**src/rtl/uart_wb_pkg.sv**
```systemverilog
// Shared command/response codes, FSM state type and sizing helper for the
// UART-to-Wishbone debug bridge.
package uart_wb_pkg;

    localparam logic [7:0] CMD_WR  = 8'h57;  // 'W'
    localparam logic [7:0] CMD_RD  = 8'h52;  // 'R'
    localparam logic [7:0] RSP_OK  = 8'h4B;  // 'K'
    localparam logic [7:0] RSP_ERR = 8'h45;  // 'E'

    typedef enum logic [2:0] {
        ST_IDLE,
        ST_ADDR,
        ST_DATA,
        ST_BUS,
        ST_RESP
    } state_t;

    // Bus-timeout counter width: never below 8 bits, wider when the limit needs it.
    function automatic int unsigned timeout_width(input int unsigned cycles);
        return (cycles > 32'd255) ? $clog2(cycles + 32'd1) : 32'd8;
    endfunction

endpackage

```
**src/rtl/uart_wb_master_if.sv**
```systemverilog
// Wishbone classic-cycle bus bundle; signal names are seen from the initiator side.
interface uart_wb_master_if;

    logic [31:0] adr_o;
    logic [31:0] dat_o;
    logic [31:0] dat_i;
    logic        we_o;
    logic [3:0]  sel_o;
    logic        cyc_o;
    logic        stb_o;
    logic        ack_i;

    modport master (
        output adr_o, dat_o, we_o, sel_o, cyc_o, stb_o,
        input  dat_i, ack_i
    );

    modport slave (
        input  adr_o, dat_o, we_o, sel_o, cyc_o, stb_o,
        output dat_i, ack_i
    );

endinterface

```
**src/rtl/uart_wb_master.sv**
```systemverilog
// UART byte stream -> Wishbone initiator: 'W'+addr+data writes, 'R'+addr reads.
// Optional bus timeout with 'E' reply is compiled in by defining UART_WB_TIMEOUT_EN.
module uart_wb_master
    import uart_wb_pkg::*;
#(
    parameter int unsigned TIMEOUT_CYCLES = 255
) (
    input  logic       clk_i,
    input  logic       rst_i,
    input  logic [7:0] rx_byte_i,
    input  logic       rx_valid_i,
    output logic [7:0] tx_byte_o,
    output logic       tx_valid_o,
    input  logic       tx_busy_i,
    output logic       busy_o,
    uart_wb_master_if.master wb
);

    state_t      r_state;
    logic [1:0]  r_cnt;
    logic        r_is_wr;
    logic [31:0] r_adr;
    logic [31:0] r_dat;
    logic        r_we;
    logic        r_cyc;
    logic        r_busy;
    logic [31:0] r_resp;
    logic [2:0]  r_resp_cnt;
    logic [7:0]  r_tx_byte;
    logic        r_tx_valid;

`ifdef UART_WB_TIMEOUT_EN
    localparam int unsigned   TO_W    = timeout_width(TIMEOUT_CYCLES);
    localparam logic [TO_W-1:0] TO_LAST = TO_W'(TIMEOUT_CYCLES - 1);
    logic [TO_W-1:0] r_to_cnt;
`else
    wire w_unused_timeout = ^TIMEOUT_CYCLES;
`endif

    // NOTE: non-blocking assignments throughout; the strobe default at the top
    // of the clocked branch is overridden by any later assignment in the same edge.
    always_ff @(posedge clk_i or posedge rst_i) begin
        if (rst_i) begin
            r_state    <= ST_IDLE;
            r_cnt      <= 2'd0;
            r_is_wr    <= 1'b0;
            r_adr      <= 32'h0;
            r_dat      <= 32'h0;
            r_we       <= 1'b0;
            r_cyc      <= 1'b0;
            r_busy     <= 1'b0;
            r_resp     <= 32'h0;
            r_resp_cnt <= 3'd0;
            r_tx_byte  <= 8'h0;
            r_tx_valid <= 1'b0;
`ifdef UART_WB_TIMEOUT_EN
            r_to_cnt   <= '0;
`endif
        end else begin
            r_tx_valid <= 1'b0;
            case (r_state)
                ST_IDLE: begin
                    if (rx_valid_i && (rx_byte_i == CMD_WR || rx_byte_i == CMD_RD)) begin
                        r_is_wr <= (rx_byte_i == CMD_WR);
                        r_cnt   <= 2'd0;
                        r_state <= ST_ADDR;
                        r_busy  <= 1'b1;
                    end
                end
                ST_ADDR: begin
                    if (rx_valid_i) begin
                        r_adr <= {r_adr[23:0], rx_byte_i};
                        r_cnt <= r_cnt + 2'd1;
                        if (r_cnt == 2'd3) begin
                            r_state <= r_is_wr ? ST_DATA : ST_BUS;
                        end
                    end
                end
                ST_DATA: begin
                    if (rx_valid_i) begin
                        r_dat <= {r_dat[23:0], rx_byte_i};
                        r_cnt <= r_cnt + 2'd1;
                        if (r_cnt == 2'd3) begin
                            r_state <= ST_BUS;
                        end
                    end
                end
                ST_BUS: begin
                    // First BUS cycle only raises the strobe; ack is honoured once cyc is out.
                    if (!r_cyc) begin
                        r_cyc <= 1'b1;
                        r_we  <= r_is_wr;
                    end else if (wb.ack_i) begin
                        r_cyc   <= 1'b0;
                        r_we    <= 1'b0;
                        r_state <= ST_RESP;
                        if (r_is_wr) begin
                            r_resp     <= {RSP_OK, 24'h0};
                            r_resp_cnt <= 3'd1;
                        end else begin
                            r_resp     <= wb.dat_i;
                            r_resp_cnt <= 3'd4;
                        end
                    end
`ifdef UART_WB_TIMEOUT_EN
                    else if (r_to_cnt == TO_LAST) begin
                        r_cyc      <= 1'b0;
                        r_we       <= 1'b0;
                        r_state    <= ST_RESP;
                        r_resp     <= {RSP_ERR, 24'h0};
                        r_resp_cnt <= 3'd1;
                    end else begin
                        r_to_cnt <= r_to_cnt + TO_W'(1);
                    end
`endif
                end
                ST_RESP: begin
                    if (!tx_busy_i && !r_tx_valid) begin
                        r_tx_byte  <= r_resp[31:24];
                        r_tx_valid <= 1'b1;
                        r_resp     <= {r_resp[23:0], 8'h0};
                        r_resp_cnt <= r_resp_cnt - 3'd1;
                        if (r_resp_cnt == 3'd1) begin
                            r_state <= ST_IDLE;
                            r_busy  <= 1'b0;
                        end
                    end
                end
                default: begin
                    r_state <= ST_IDLE;
                    r_busy  <= 1'b0;
                end
            endcase
`ifdef UART_WB_TIMEOUT_EN
            if (r_state != ST_BUS) begin
                r_to_cnt <= '0;
            end
`endif
        end
    end

    assign tx_byte_o  = r_tx_byte;
    assign tx_valid_o = r_tx_valid;
    assign busy_o     = r_busy;

    assign wb.adr_o = r_adr;
    assign wb.dat_o = r_dat;
    assign wb.we_o  = r_we;
    assign wb.sel_o = 4'hF;
    assign wb.cyc_o = r_cyc;
    assign wb.stb_o = r_cyc;

endmodule

```
**src/flat_wrapper.sv**
```systemverilog
// flat-port wrapper written by rule: the top's interface ports become plain ports
module uart_wb_master_flat import uart_wb_pkg::*;
#(
    parameter int unsigned TIMEOUT_CYCLES = 255
)
  (clk_i, rst_i, rx_byte_i, rx_valid_i, tx_byte_o, tx_valid_o, tx_busy_i, busy_o, wb_adr_o, wb_dat_o, wb_we_o, wb_sel_o, wb_cyc_o, wb_stb_o, wb_dat_i, wb_ack_i);
  uart_wb_master_if wb_i ();
  input  logic clk_i;
  input  logic rst_i;
  input  logic [7:0] rx_byte_i;
  input  logic rx_valid_i;
  output logic [7:0] tx_byte_o;
  output logic tx_valid_o;
  input  logic tx_busy_i;
  output logic busy_o;
  output wire logic [$bits(wb_i.adr_o)-1:0] wb_adr_o;
  output wire logic [$bits(wb_i.dat_o)-1:0] wb_dat_o;
  output wire logic [$bits(wb_i.we_o)-1:0] wb_we_o;
  output wire logic [$bits(wb_i.sel_o)-1:0] wb_sel_o;
  output wire logic [$bits(wb_i.cyc_o)-1:0] wb_cyc_o;
  output wire logic [$bits(wb_i.stb_o)-1:0] wb_stb_o;
  input wire logic [$bits(wb_i.dat_i)-1:0] wb_dat_i;
  input wire logic [$bits(wb_i.ack_i)-1:0] wb_ack_i;
  assign wb_adr_o = wb_i.adr_o;
  assign wb_dat_o = wb_i.dat_o;
  assign wb_we_o = wb_i.we_o;
  assign wb_sel_o = wb_i.sel_o;
  assign wb_cyc_o = wb_i.cyc_o;
  assign wb_stb_o = wb_i.stb_o;
  assign wb_i.dat_i = wb_dat_i;
  assign wb_i.ack_i = wb_ack_i;
  uart_wb_master #(.TIMEOUT_CYCLES(TIMEOUT_CYCLES)) u_core (.clk_i(clk_i), .rst_i(rst_i), .rx_byte_i(rx_byte_i), .rx_valid_i(rx_valid_i), .tx_byte_o(tx_byte_o), .tx_valid_o(tx_valid_o), .tx_busy_i(tx_busy_i), .busy_o(busy_o), .wb(wb_i));
endmodule
```
**config.mk**
```make
export PLATFORM = sky130hd
export DESIGN_NAME = uart_wb_master_flat
export DESIGN_NICKNAME = d
export VERILOG_FILES = /design/src/rtl/uart_wb_pkg.sv /design/src/rtl/uart_wb_master_if.sv /design/src/rtl/uart_wb_master.sv /design/src/flat_wrapper.sv
export SDC_FILE = /design/constraint.sdc
export NUM_CORES = 1
export LEC_CHECK = 0
export CAP_MARGIN = 5
export CORE_MARGIN = 2
export CORE_UTILIZATION = 44
export DETAILED_ROUTE_END_ITERATION = 16
export GPL_TIMING_DRIVEN = 0
export PLACE_DENSITY = 0.76
export RECOVER_POWER = 100
export SLEW_MARGIN = 20
export SYNTH_ARGS = -nofsm -noshare
export SYNTH_HDL_FRONTEND = slang
export SYNTH_SLANG_ARGS = --single-unit
```
**constraint.sdc**
```tcl
create_clock -name clk_i -period 4.2 [get_ports clk_i]
set_clock_uncertainty 0.1 [all_clocks]
set_input_delay 0.84 -clock clk_i [delete_from_list [all_inputs] [get_ports clk_i]]
set_output_delay 0.84 -clock clk_i [all_outputs]
set_load 0.02 [all_outputs]
```
==> metrics.yaml <==
outcome:
  status: "finished, violations left"
  violations: "capacitance limit, slew limit"
critical_path:
  worstPathArrival_ns: 3.17
  cp-end-kind: "flop"
  required_ns: 4.39
  startpoint_type: "input pin"
  crit_fanout: 10
  criticalPathCategory: "in2reg"
clocking:
  numCtsBuffers: 17
  cts_max_path_buffers: 2
  numClockSinks: 117
  clk_latency_ns: 0.41
  cts_setup_buffers: 0
  htreeDepth: 4
  cts_tree: "yes"
  cts-root-buf: "clkbuf_16"
  cts_resized: 0
  holdBufCountCts: 0
  clk_pin_slew_ns: 0.05
global_routing:
  track_usage: 0.200
  grt_pass1_wl_mm: 19.3
  overflow: 0
  antenna_found_initial: 0
  grt_max_degree: 65
  grt_pass1_vias: 3854
placed_design:
  port_buffers: 121
  gp_congestion: 0.869
  post-place-ws_ns: 1.32
  dp_hpwl_mm: 8.21
  dpl_cell_area_um2: 6420
floorplanning:
  ios: 126
  start_util: 0.457
  row_count: 38
  die_w_um: 111
  die-height_um: 111
  dieArea_um2: 12200
  core_area_um2: 10900
logic_synthesis:
  synthAdderAreaFrac: 0.00952
  synthTopCellsByArea: "dfrtp_1, mux2_2, nand2_1"
  synth_top_family_by_area: "multiplexers"
  synth-edff-count: 0
  avgSynthCellArea_um2: 12.1
  yosys_warnings: 0
  async_reset_ff_frac: 1.00
  synth_top_area_frac: 0.586
  synth_compound_area_frac: 0.0804
  synth_top_area_cell: "dfrtp_1"
  synth_xor_area_frac: 0.00175
  yosys.cell_types.count: 44
  netlist_instances: 413
  ys_ff_latch: 117
  synth_top_flop_cell: "dfrtp_1"
  yosys.area_share.simple: 0.115
  ys_seq_area_frac: 0.586
  syn_area_um2: 4990
  muxShareOfSynthArea: 0.169
final_layout:
  utilization: 0.642
  final_layout_size_suffix_gt1_frac: 0.208
  synthToLayoutAreaGrowth_pct: 40.5
  fin_nets: 605
  fill_cells: 816
  postLayoutCellArea_um2: 7020
  insertedDiodeCount: 0
sta:
  relSlewSlack: -0.623
  fin_crit_sh: 0.709
  finalSetupViolCount: 0
  worstMarginPinSlew_ns: 2.42
  drv_slew: 54
  fin_crit_ns: 2.98
  final.setup.tns_ns: 0
  hold_ws_ns: 0.372
  setup_ws_ns: 1.22
  rsz0062_at_grt: "false"
  hold_viol: 0
  clock.fmax_mhz: 336
routing:
  dr.pass1.iters: 4
  wire_per_inst_um: 16.7
  routed_wirelength_mm: 11.8
  drc: 0
  vias_per_cell: 5.21
  via_count: 3688
  drtIter0Drc: 187
  ant_nets: 0
worst_hold_path:
  holdCritPathClass: "reg2reg"
power_and_ir_drop:
  irDropWorstVdd_uv: 320
  powerDensity_nw_per_um2: 587
  p_leak_uw: 0.00339
run:
  maxCapViolations: 1
[critical path, cell delays in order]
cell and delay (ns):
dlygate4sd3_1 0.65, nand2b_1 0.12, nor3b_1 0.59, clkbuf_1 0.56, mux2_2 0.41
[worst paths after layout]
check                                                   start                               to  slack (ns)  cells after the start
max in group asynchronous                               rst_i     u_core.r_resp[0]$_DFFE_PP0P_        1.44                      2
worst max register to register  u_core.r_state[2]$_DFFE_PP0P_  u_core.wb.adr_o[22]$_DFFE_PP0P_        1.60                      5
worst max-delay path                               rx_valid_i  u_core.wb.adr_o[22]$_DFFE_PP0P_        1.22                      5
min in group asynchronous                               rst_i      u_core.tx_valid_o$_DFF_PP0_        1.45                      2
worst min-delay path             u_core.r_resp[0]$_DFFE_PP0P_     u_core.r_resp[0]$_DFFE_PP0P_        0.37                      2
worst min register to register   u_core.r_resp[0]$_DFFE_PP0P_     u_core.r_resp[0]$_DFFE_PP0P_        0.37                      2
[through the flow]
| stage | total power, µW | cells |
|---|---|---|
| 3_5_place_dp | 2660 | 678 |
| 5_1_grt | 4310 | 708 |
| 2_1_floorplan | 2190 | 416 |
| 3_3_place_gp | 2610 | 677 |
| 4_1_cts | 4210 | 708 |
| 6_report | 4120 | 708 |
[state kept, by name, indices dropped and copies added (netlist names)]
register / flops
u_core.tx_byte_o: 8
u_core.r_resp: 32
u_core.r_state: 3
u_core.r_cnt: 2
u_core.r_is_wr: 1
u_core.wb.we_o: 1
u_core.r_resp_cnt: 3
u_core.wb.cyc_o: 1
u_core.tx_valid_o: 1
u_core.busy_o: 1
u_core.wb.adr_o: 32
u_core.wb.dat_o: 32
[cells by family after synthesis]
logic type	after synthesis
muxes	75
DFF	117
AOI/OAI and AO/OA	70
adders and majority gates	4
and+or+nand+nor	108
xor gates and xnor gates	1
buffers and inverters	37
other	1
[area by class of cell]
class	count	area (µm²)	share of cell area
Clock buffer	21	480	0.0685
Buffer	30	149	0.0212
Multi-Input combinational cell	262	1870	0.266
Sequential cell	117	2930	0.417
Clock inverter	9	150	0.0214
Tap cell	140	175	0.0250
Inverter	7	27.5	0.00392
Timing Repair Buffer	122	1240	0.177
[placed cells by master (no fill, tap or decap), types with 5 or more instances in the layout]
cell and n:
nor2_1 7, clkbuf_16 17, a21oi_1 24, dfrtp_1 117, buf_4 5, inv_1 6, clkdlybuf4s50_1 41, mux2_2 74
nand2_1 48, dlygate4sd3_1 80, nor3b_1 23, clkbuf_1 20, nand3_1 11, o21ai_0 34, or3_1 5
[cells in the mapped netlist (2+ instances only)]
library cell  count
inv_1             7
nand2_1          48
ha_1              3
buf_2            10
nand2b_1          2
clkbuf_1         12
o21ai_0          34
nor2b_1           2
nor3b_2           2
nor2_1            7
buf_6             2
nand3_1          11
dfrtp_1         117
o22ai_1           2
nor3b_1          21
buf_4             5
a21oi_1          24
mux2_2           74
or3_1             5
[power by group]
group | internal (µW) | switching (µW) | total (µW)
Clock | 1040 | 484 | 1530
Sequential | 1430 | 193 | 1620
Combinational | 477 | 494 | 971
[metal layers]
layer,vias up,wire (µm),global-route usage
li1,1746,-,-
met5,-,0,0
met2,105,5870,0.328
met3,16,531,0.0450
met4,0,235,0.102
met1,1821,5170,0.249
Power figures use the tool's default switching activity.
